`src/rtl/eth_rx_filter_pkg.sv`:
```
// Shared definitions for the Ethernet receive filter: FSM encoding and header constants.
package eth_rx_filter_pkg;

  typedef enum logic [1:0] {
    ST_IDLE = 2'd0,
    ST_HDR  = 2'd1,
    ST_PASS = 2'd2,
    ST_DROP = 2'd3
  } state_e;

  localparam logic [47:0] BCAST_MAC        = 48'hFFFF_FFFF_FFFF;
  localparam logic [15:0] DEFAULT_ETH_TYPE = 16'h88b6;

endpackage

```
`src/rtl/eth_rx_filter_match.sv`:
```
// Combinational destination-MAC / EtherType comparator, reusable by other header checkers.
module eth_rx_filter_match
  import eth_rx_filter_pkg::*;
#(
  parameter bit ALLOW_BROADCAST = 1'b1,
  parameter bit MATCH_TYPE      = 1'b1
) (
  input  logic [47:0] dest_mac_i,
  input  logic [47:0] local_mac_i,
  input  logic [15:0] eth_type_i,
  input  logic [15:0] cfg_type_i,
  output logic        match_o
);

  logic mac_ok;
  logic type_ok;

  assign mac_ok  = (dest_mac_i == local_mac_i) ||
                   (ALLOW_BROADCAST && (dest_mac_i == BCAST_MAC));
  assign type_ok = !MATCH_TYPE || (eth_type_i == cfg_type_i);
  assign match_o = mac_ok && type_ok;

endmodule

```
`src/rtl/eth_rx_filter.sv`:
```
// Receive frame filter: forwards frames addressed to us (registered header, pass-through
// payload) and drains the rest. Optional pass/drop counters with ETH_RX_FILTER_STATS_EN.
module eth_rx_filter
  import eth_rx_filter_pkg::*;
#(
  parameter int DATA_WIDTH      = 8,
  parameter int ALLOW_BROADCAST = 1,
  parameter int MATCH_TYPE      = 1,
  parameter int CNT_WIDTH       = 16
) (
  input  logic                  clk,
  input  logic                  rst_n,
  input  logic [47:0]           cfg_local_mac,
  input  logic [15:0]           cfg_eth_type,
  // All channels: a transfer happens on a rising edge where valid and ready are both 1;
  // valid never waits on ready, and a source holds its data until the transfer.
  input  logic                  s_eth_hdr_valid,
  output logic                  s_eth_hdr_ready,
  input  logic [47:0]           s_eth_dest_mac,
  input  logic [47:0]           s_eth_src_mac,
  input  logic [15:0]           s_eth_type,
  input  logic [DATA_WIDTH-1:0] s_eth_payload_axis_tdata,
  input  logic                  s_eth_payload_axis_tvalid,
  output logic                  s_eth_payload_axis_tready,
  input  logic                  s_eth_payload_axis_tlast,
  input  logic                  s_eth_payload_axis_tuser,
  output logic                  m_eth_hdr_valid,
  input  logic                  m_eth_hdr_ready,
  output logic [47:0]           m_eth_dest_mac,
  output logic [47:0]           m_eth_src_mac,
  output logic [15:0]           m_eth_type,
  output logic [DATA_WIDTH-1:0] m_eth_payload_axis_tdata,
  output logic                  m_eth_payload_axis_tvalid,
  input  logic                  m_eth_payload_axis_tready,
  output logic                  m_eth_payload_axis_tlast,
  output logic                  m_eth_payload_axis_tuser,
`ifdef ETH_RX_FILTER_STATS_EN
  output logic [CNT_WIDTH-1:0]  pass_count,
  output logic [CNT_WIDTH-1:0]  drop_count,
`endif
  output logic [1:0]            dbg_state_o
);

  state_e      state_q, state_d;
  logic        match;
  logic        hdr_fire;
  logic [47:0] dest_q, src_q;
  logic [15:0] type_q;

  eth_rx_filter_match #(
    .ALLOW_BROADCAST (ALLOW_BROADCAST != 0),
    .MATCH_TYPE      (MATCH_TYPE != 0)
  ) u_match (
    .dest_mac_i  (s_eth_dest_mac),
    .local_mac_i (cfg_local_mac),
    .eth_type_i  (s_eth_type),
    .cfg_type_i  (cfg_eth_type),
    .match_o     (match)
  );

  assign hdr_fire = (state_q == ST_IDLE) && s_eth_hdr_valid;

  always_comb begin
    state_d                   = state_q;
    s_eth_hdr_ready           = 1'b0;
    s_eth_payload_axis_tready = 1'b0;
    m_eth_payload_axis_tvalid = 1'b0;
    m_eth_hdr_valid           = 1'b0;
    case (state_q)
      ST_IDLE: begin
        s_eth_hdr_ready = 1'b1;
        if (s_eth_hdr_valid) state_d = match ? ST_HDR : ST_DROP;
      end
      ST_HDR: begin
        m_eth_hdr_valid = 1'b1;
        if (m_eth_hdr_ready) state_d = ST_PASS;
      end
      ST_PASS: begin
        m_eth_payload_axis_tvalid = s_eth_payload_axis_tvalid;
        s_eth_payload_axis_tready = m_eth_payload_axis_tready;
        if (s_eth_payload_axis_tvalid && m_eth_payload_axis_tready && s_eth_payload_axis_tlast)
          state_d = ST_IDLE;
      end
      ST_DROP: begin
        s_eth_payload_axis_tready = 1'b1;
        if (s_eth_payload_axis_tvalid && s_eth_payload_axis_tlast) state_d = ST_IDLE;
      end
      default: state_d = ST_IDLE;
    endcase
  end

  always_ff @(posedge clk or negedge rst_n) begin
    if (!rst_n) begin
      state_q <= ST_IDLE;
      dest_q  <= '0;
      src_q   <= '0;
      type_q  <= '0;
    end else begin
      state_q <= state_d;
      if (hdr_fire && match) begin
        dest_q <= s_eth_dest_mac;
        src_q  <= s_eth_src_mac;
        type_q <= s_eth_type;
      end
    end
  end

  assign m_eth_dest_mac           = dest_q;
  assign m_eth_src_mac            = src_q;
  assign m_eth_type               = type_q;
  // Data sidebands flow straight through; tvalid alone decides whether a beat exists.
  assign m_eth_payload_axis_tdata = s_eth_payload_axis_tdata;
  assign m_eth_payload_axis_tlast = s_eth_payload_axis_tlast;
  assign m_eth_payload_axis_tuser = s_eth_payload_axis_tuser;
  assign dbg_state_o              = state_q;

`ifdef ETH_RX_FILTER_STATS_EN
  localparam logic [CNT_WIDTH-1:0] CNT_ONE = {{(CNT_WIDTH-1){1'b0}}, 1'b1};

  logic [CNT_WIDTH-1:0] pass_q, drop_q;

  // Counters stop at all-ones so a long soak never appears to restart from zero.
  always_ff @(posedge clk or negedge rst_n) begin
    if (!rst_n) begin
      pass_q <= '0;
      drop_q <= '0;
    end else if (hdr_fire) begin
      if (match) begin
        if (pass_q != '1) pass_q <= pass_q + CNT_ONE;
      end else begin
        if (drop_q != '1) drop_q <= drop_q + CNT_ONE;
      end
    end
  end

  assign pass_count = pass_q;
  assign drop_count = drop_q;
`endif

endmodule

```
`config.mk`:
```
export PLATFORM = sky130hd
export DESIGN_NAME = eth_rx_filter
export DESIGN_NICKNAME = d
export VERILOG_FILES = /design/src/rtl/eth_rx_filter_pkg.sv /design/src/rtl/eth_rx_filter_match.sv /design/src/rtl/eth_rx_filter.sv
export SDC_FILE = /design/constraint.sdc
export NUM_CORES = 1
export LEC_CHECK = 0
export CAP_MARGIN = 20
export CORE_AREA = 2 2 124 126
export CTS_CLUSTER_DIAMETER = 40
export DETAILED_ROUTE_END_ITERATION = 10
export DIE_AREA = 0 0 126 128
export DONT_BUFFER_PORTS = 1
export SLEW_MARGIN = 20
export SYNTH_ARGS = -nofsm -noshare
export SYNTH_HDL_FRONTEND = slang
export SYNTH_SLANG_ARGS = --single-unit
```
`constraint.sdc`:
```
create_clock -name clk -period 3.2 [get_ports clk]
set_clock_uncertainty 0.15 [all_clocks]
set_input_delay 0.32 -clock clk [delete_from_list [all_inputs] [get_ports clk]]
set_output_delay 0.32 -clock clk [all_outputs]
set_load 0.005 [all_outputs]
```
==> metrics.yaml, run 1 <==
routabilityCongestion: 0.820
die_w_um: 126
yosysWarnings: 0
cts_sinks: 114
ios: 320
io_buffers: 0
numCtsBuffers: 17
syn_area_per_cell_um2: 15.0
postCtsSetupRepairBufs: 0
yosysSeqAreaShare_pct: 52.0
hpwl_um: 11400
start_util_pct: 36.9
rows: 45
stop_stage: "4_1_cts"
status: "stopped before the end"
die_y_um: 128
holdBufCountCts: 114
synth-seq-cells: 114
cts_buffer_depth: 2
error: "[ERROR RSZ-0060] Max buffer count reached."
syn-cell-area_um2: 5490
cts_resized: 0
synthesis.nets: 557
dp_slack_ps: 263
synthCells: 365
yosysUniqueCellTypes: 23
cts_root_buffer: "clkbuf_16"
cts.htree.levels: 4
[Yosys cell counts]
library cell	number	share of area (%)
a211oi_1	1	0.14
a21boi_0	1	0.14
a21oi_1	2	0.18
and3_1	1	0.11
buf_2	1	0.091
buf_4	10	1.4
buf_6	9	1.8
clkbuf_1	2	0.14
dfrtp_1	114	52
mux2_2	32	6.6
mux2_4	80	22
nand2_1	1	0.068
nand2b_1	2	0.23
nand3_1	3	0.27
nand4_1	18	2.1
nor2_1	3	0.21
nor2b_1	1	0.11
nor4_1	16	1.8
o21a_1	1	0.14
o21ai_0	2	0.18
o31ai_2	1	0.23
xnor2_1	16	2.6
xor2_1	48	7.7
[stage by stage]
| stage | util (%) | hold slack [ps] | cells | instance area [µm²] |
|---|---|---|---|---|
| 3_5_place_dp | 37.7 | -123 | 535 | 5600 |
| 2_1_floorplan | - | -126 | 365 | 5490 |
| 3_3_place_gp | 37.7 | -123 | 535 | 5600 |
[logic make-up after synthesis]
group           after synthesis  share of synthesized area [%]
compound gates                8                           1.00
xor+xnor                     64                           10.2
flops                       114                           52.0
mux                         112                           28.5
simple gates                 45                           4.88
buf+inv                      22                           3.44
==> run 2, diff against run 1 <==
--- a/config.mk
+++ b/config.mk
@@ -6,11 +6,11 @@
 export NUM_CORES = 1
 export LEC_CHECK = 0
 export CAP_MARGIN = 20
-export CORE_AREA = 2 2 124 126
-export CTS_CLUSTER_DIAMETER = 40
+export CORE_MARGIN = 2
+export CORE_UTILIZATION = 30
 export DETAILED_ROUTE_END_ITERATION = 10
-export DIE_AREA = 0 0 126 128
 export DONT_BUFFER_PORTS = 1
+export PLACE_DENSITY_LB_ADDON = 0.15
 export SLEW_MARGIN = 20
 export SYNTH_ARGS = -nofsm -noshare
 export SYNTH_HDL_FRONTEND = slang
==> run 2 against run 1 <==
The run now ends clean. Synthesized cell count did not move. Area after synthesis did not move.
==> metrics.yaml, run 2 <==
hold_class: "in -> reg"
final_cell_mix: "dlygate4sd3_1 (116), dfrtp_1 (114), mux2_4 (80)"
yosysUniqueCellTypes: 23  # unchanged
synth-seq-cells: 114  # unchanged
drc: 0
multi_input_area_um2: 2460
routabilityCongestion: 0.821  # +0.15%
r2r-end: "m_eth_dest_mac[42]"
clk_pin_slew_worst_paths_ps: 60
ant_nets: 0
worstPathMaxFanout: 89
syn-cell-area_um2: 5490  # unchanged
synth_edf_count: 0  # unchanged
insertedDiodeCount: 0
numCtsBuffers: 17  # unchanged
antenna_found_initial: 0
synth_common_cells: "dfrtp_1 (114), mux2_4 (80), xor2_1 (48)"
clk_latency_ps: 410
synth_mux_area_share_pct: 28.5  # unchanged
cts_tree: "built"
leakage_nw: 3.64
synthAdderAreaFrac_pct: 0  # unchanged
first_iter_violations: 93
critPathCaptureType: "register"
max_cap_violations: 0
grtUsageTotal_pct: 17.2
firstDrtPassIters: 4
fmax_mhz: 412
syn2layout_area_growth_pct: 34.9
overflow: 0
fill_cells: 1652
yosysSeqAreaShare_pct: 52.0  # unchanged
fin_nets: 673
totalWireLength_um: 16600
hold_violations: 0
grt_pass1_vias: 3990
vdd_drop_max_uv: 448
maxSlewHeadroom_pct: 50.5
startpoint: "cfg_local_mac[32]"
io_buffers: 0  # unchanged
reg2reg_depth: 5
synthesis.nets: 557  # unchanged
synth_simple_gate_area_share_pct: 4.88  # unchanged
cts_resized: 0  # unchanged
cts.htree.levels: 4  # unchanged
cts_buffer_depth: 2  # unchanged
layout_commonest_cell: "dlygate4sd3_1"
ios: 320  # unchanged
grt_max_degree: 115
rows: 49  # +8.9%
synthCells: 365  # unchanged
slew_violations: 0
die_y_um: 139  # +8.8%
drt-vias-per-instance: 4.86
status: "finished clean"
criticalPathCategory: "in -> reg"
hpwl_um: 11300  # -0.46%
fin_crit_sh_pct: 75.8
cts_sinks: 114  # unchanged
vias: 3514
die_w_um: 139  # +11%
setup_viol: 0
dieArea_um2: 19400
synth_top_cell_by_area: "dfrtp_1"
async_flop_share_pct: 100  # unchanged
postCtsSetupRepairBufs: 0  # unchanged
coreArea_um2: 18000
synth_xor_area_share_pct: 10.2  # unchanged
cp.required_ps: 3340
drive_gt1_share_pct: 30.2
worstReg2RegStart: "dbg_state_o[1]"
synthTopCellsByArea: "dfrtp_1 (52%), mux2_4 (22%), xor2_1 (7.7%), mux2_2 (6.6%), xnor2_1 (2.6%)"
synth_ff_type: "dfrtp_1"
yosysMostFrequentCell: "dfrtp_1"
wl_per_cell_um: 23.0
setup_tns_ps: 0
synth_top_family_by_area: "multiplexers"
synth.top_cell.area_share_pct: 52.0  # unchanged
synth_compound_area_share_pct: 1.00  # unchanged
critPathLaunchType: "input pin"
worstMarginPinSlew_ps: 742
syn_area_per_cell_um2: 15.0  # unchanged
r2r_slack_ps: 970
finalNonFillerCells: 723
start_util_pct: 30.5  # -6.4 points
powerDensity_nw_per_um2: 496
layout_min_cycle_time_ps: 2430
holdPathStages: 3
grt_pass1_wl_um: 24900
arrival_ps: 2560
cp-endpoint: "m_eth_type[9]"
rsz0062_at_grt: "false"
yosysWarnings: 0  # unchanged
seq_area_um2: 2850
place_inst: 574  # +7.3%
cts_root_buffer: "clkbuf_16"
run 2: per-stage QoR:
stage          utilization [%]  hold WS [ps]  power [mW]  worst slack (ps)  instance area (µm²)
2_1_floorplan                -          -126        1.61              1040                 5490
3_3_place_gp              31.3          -123        1.64               530                 5620
3_5_place_dp              31.3          -123        1.64               478                 5620
4_1_cts                   41.2           229        3.73               916                 7400
5_1_grt                   41.2           240        3.83               732                 7400
6_report                  41.2           226        3.67               773                 7400
run 2: layer usage:
| metal | share of wire [%] | GRT usage, % | wire [µm] |
|---|---|---|---|
| met1 | 39 | 19.6 | 6460 |
| met2 | 52 | 29.9 | 8630 |
| met3 | 7.5 | 6.30 | 1250 |
| met4 | 1.9 | 5.90 | 310 |
| met5 | 0 | 0 | 0 |
run 2: logic make-up after synthesis:
group | after synthesis
flops | 114
buf+inv | 22
mux | 112
simple gates | 45
xor+xnor | 64
compound gates | 8
run 2: worst min-delay path by stage:
stage / from / endpoint / slack, ps
6_report: s_eth_type[2] / dbg_state_o[1] / 230
5_1_grt: s_eth_type[2] / dbg_state_o[1] / 240
4_1_cts: s_eth_type[2] / dbg_state_o[1] / 230
3_5_place_dp: rst_n / m_eth_src_mac[25] / -120
3_3_place_gp: rst_n / m_eth_src_mac[12] / -120
2_1_floorplan: rst_n / dbg_state_o[0] / -130
run 2: worst max-delay path, stage by stage:
cell and delay, ps:
xor2_1 190, nor4_1 500, nand4_1 170, o31ai_2 420, nand3_4 130, buf_12 240
mux2_4 420
run 2: layout make-up:
class,instances,area share (%)
Multi-Input combinational cell,229,33.2
Timing Repair Buffer,119,16.4
Clock buffer,18,5.93
Tap cell,229,3.87
Clock inverter,14,2.04
Sequential cell,114,38.5
run 2: what timing repair did:
item,in CTS,in global routing
hold endpoints to repair,228,0
setup endpoints to repair,0,0
hold buffers,117,0
run 2: where the power goes:
part           total, mW  switching, mW  internal, mW  leakage (nW)
sequential          1.48         0.0239          1.45          1.59
combinational      0.297          0.124         0.173          1.77
clock               1.90          0.723          1.17         0.276
total               3.67          0.871          2.80          3.64
Note: power is estimated with default switching activity, not from simulation.
==> run 3, diff against run 2 <==
==> constraint.sdc (replaced) <==
create_clock -name clk -period 2.4 [get_ports clk]
set_clock_uncertainty 0.15 [all_clocks]
set_input_delay 0.24 -clock clk [delete_from_list [all_inputs] [get_ports clk]]
set_output_delay 0.24 -clock clk [all_outputs]
set_load 0.005 [all_outputs]
==> run 3 against run 2 <==
Worst setup slack got worse by 560 ps. Largest cell class unchanged. Register-to-register slack got worse by 620 ps. First-iteration DRC count increased by 22%. Highest routed layer is now met5. The run now ends with negative hold slack left.
==> metrics.yaml, run 3 (synthesized netlist as in run 2, its figures left out) <==
status: "finished with violations"
violations: "negative hold slack"
dp_slack_ps: -214  # -691 ps
overflow: 0  # unchanged
use_met3_pct: 6.64  # +0.34 points
drc: 0  # unchanged
criticalPathCategory: "in -> reg"
cp_cell_sequence: "xor2_1, nor4_1, nand4_1, o31ai_2, nand3_4, buf_12, mux2_4"
first_iter_violations: 113  # +22%
arrival_ps: 2330  # -230 ps
fin_util_pct: 41.4  # +0.17 points
fmax_mhz: 456
cp.required_ps: 2540  # -800 ps
slew_violations: 0  # unchanged
drive_gt1_share_pct: 30.7  # +0.56 points
hold_violations: 114  # +114
fin_nets: 677  # +0.59%
cts.htree.levels: 4  # unchanged
worst_path_largest_cell_delay_ps: 530  # +30 ps
grt_pass1_wl_um: 24900  # about the same
vias: 3506  # -0.23%
place_inst: 580  # +1.0%
antenna_found_initial: 1  # +1
maxSlewHeadroom_pct: 58.5  # +7.9 points
cts_tree: "built"
dieArea_um2: 19400  # unchanged
routabilityCongestion: 0.817  # -0.46%
insertedDiodeCount: 0  # unchanged
syn2layout_area_growth_pct: 35.5
hpwl_um: 11700  # +3.8%
start_util_pct: 30.5  # unchanged
clk_pin_slew_worst_paths_ps: 60  # about the same
drt-vias-per-instance: 4.82  # -0.78%
slowest_stage: "nor4_1"
grtUsageTotal_pct: 17.2  # -0.053 points
critPathLaunchType: "input pin"
die_w_um: 139  # unchanged
top_usage_layer: "met2"
reg2reg_depth: 5  # unchanged
numCtsBuffers: 17  # unchanged
grt_max_degree: 115  # unchanged
layout_min_cycle_time_ps: 2190
clk_latency_ps: 400  # about the same
worstPathMaxFanout: 36  # -60%
ant_nets: 0  # unchanged
cts_buffer_depth: 2  # unchanged
fill_cells: 1668  # +0.97%
hold_class: "in -> async"
totalWireLength_um: 16600  # about the same
cts_resized: 0  # unchanged
use_met2_pct: 28.7  # -1.2 points
cts_root_buffer: "clkbuf_16"
r2r-end: "m_eth_src_mac[5]"
worstMarginPinSlew_ps: 617  # -124 ps
io_buffers: 0  # unchanged
setup_viol: 0  # unchanged
ios: 320  # unchanged
worstReg2RegStart: "dbg_state_o[1]"
setup_ws_ps: 208  # -565 ps
firstDrtPassIters: 4  # unchanged
cts_sinks: 114  # unchanged
die_y_um: 139  # unchanged
r2r_slack_ps: 350  # -620 ps
wl_per_cell_um: 22.9  # -0.58%
rows: 49  # unchanged
fin_crit_sh_pct: 91.3
rsz0062_at_grt: "false"
leakage_nw: 3.66  # +0.68%
vdd_drop_max_uv: 565  # +26%
critPathCaptureType: "register"
finalNonFillerCells: 727  # +0.55%
powerDensity_nw_per_um2: 648  # +31%
coreArea_um2: 18000  # unchanged
layout_commonest_cell: "dlygate4sd3_1"
gr-usage-met1_pct: 20.0  # +0.37 points
final_cell_mix: "dlygate4sd3_1 (115), dfrtp_1 (114), mux2_4 (80)"
holdBufCountCts: 115  # -1.7%
max_cap_violations: 0  # unchanged
postCtsSetupRepairBufs: 0  # unchanged
holdWs_ps: -629  # -855 ps
grt_pass1_vias: 4001  # +0.28%
[run 3: changes by cell type in the layout (fill, tap and decap cells not counted), moves of 2 or more]
cell	delta
buf_4	+4
clkinv_4	+5
inv_6	-4
buf_12	+2
[run 3: final cells by class]
type | instances | area [µm²] | area share, %
clock buffers | 18 | 429 | 5.77
clock inverters | 14 | 159 | 2.14
multi-input cells | 229 | 2460 | 33.1
flip-flops and latches | 114 | 2850 | 38.4
well taps | 229 | 287 | 3.85
repair buffers | 123 | 1250 | 16.8
[run 3: where the power goes]
group	total, mW	internal [mW]	leakage, nW	switching (mW)
clock network	2.49	1.54	0.275	0.953
logic	0.351	0.226	1.80	0.125
registers	1.97	1.94	1.59	0.0328
total	4.81	3.70	3.66	1.11
[run 3: worst max-delay path: cells and delay by family]
kind / cells / cell delay (ps)
AND/OR/NAND/NOR: 3 / 920
AO/OA/AOI/OAI: 1 / 410
multiplexers: 1 / 340
buffers and inverters: 1 / 240
XOR/XNOR: 1 / 160
[run 3: through the flow]
stage	power, mW	setup TNS, ps	instance area (µm²)
finish	4.81	0	7430
floorplan	2.15	0	5490
global route	5.02	0	7430
CTS	4.89	0	7430
global placement	2.18	-12770	5690
detailed placement	2.18	-20430	5690
[run 3: how the worst max path moves through the flow]
stage	from	to	slack (ps)
global route	cfg_local_mac[18]	m_eth_dest_mac[5]	140
finish	cfg_local_mac[18]	m_eth_src_mac[5]	210
CTS	cfg_local_mac[18]	m_eth_src_mac[3]	230
global placement	cfg_local_mac[18]	m_eth_src_mac[10]	-140
detailed placement	cfg_local_mac[18]	m_eth_src_mac[3]	-210
floorplan	cfg_local_mac[32]	m_eth_dest_mac[0]	320
[run 3: routing by layer]
| metal | share of wire, % | up-vias |
|---|---|---|
| met3 | 8.9 | 26 |
| met1 | 39 | 1765 |
| met2 | 50 | 181 |
| li1 | - | 1532 |
| met4 | 2.1 | 2 |
| met5 | 0.078 | - |
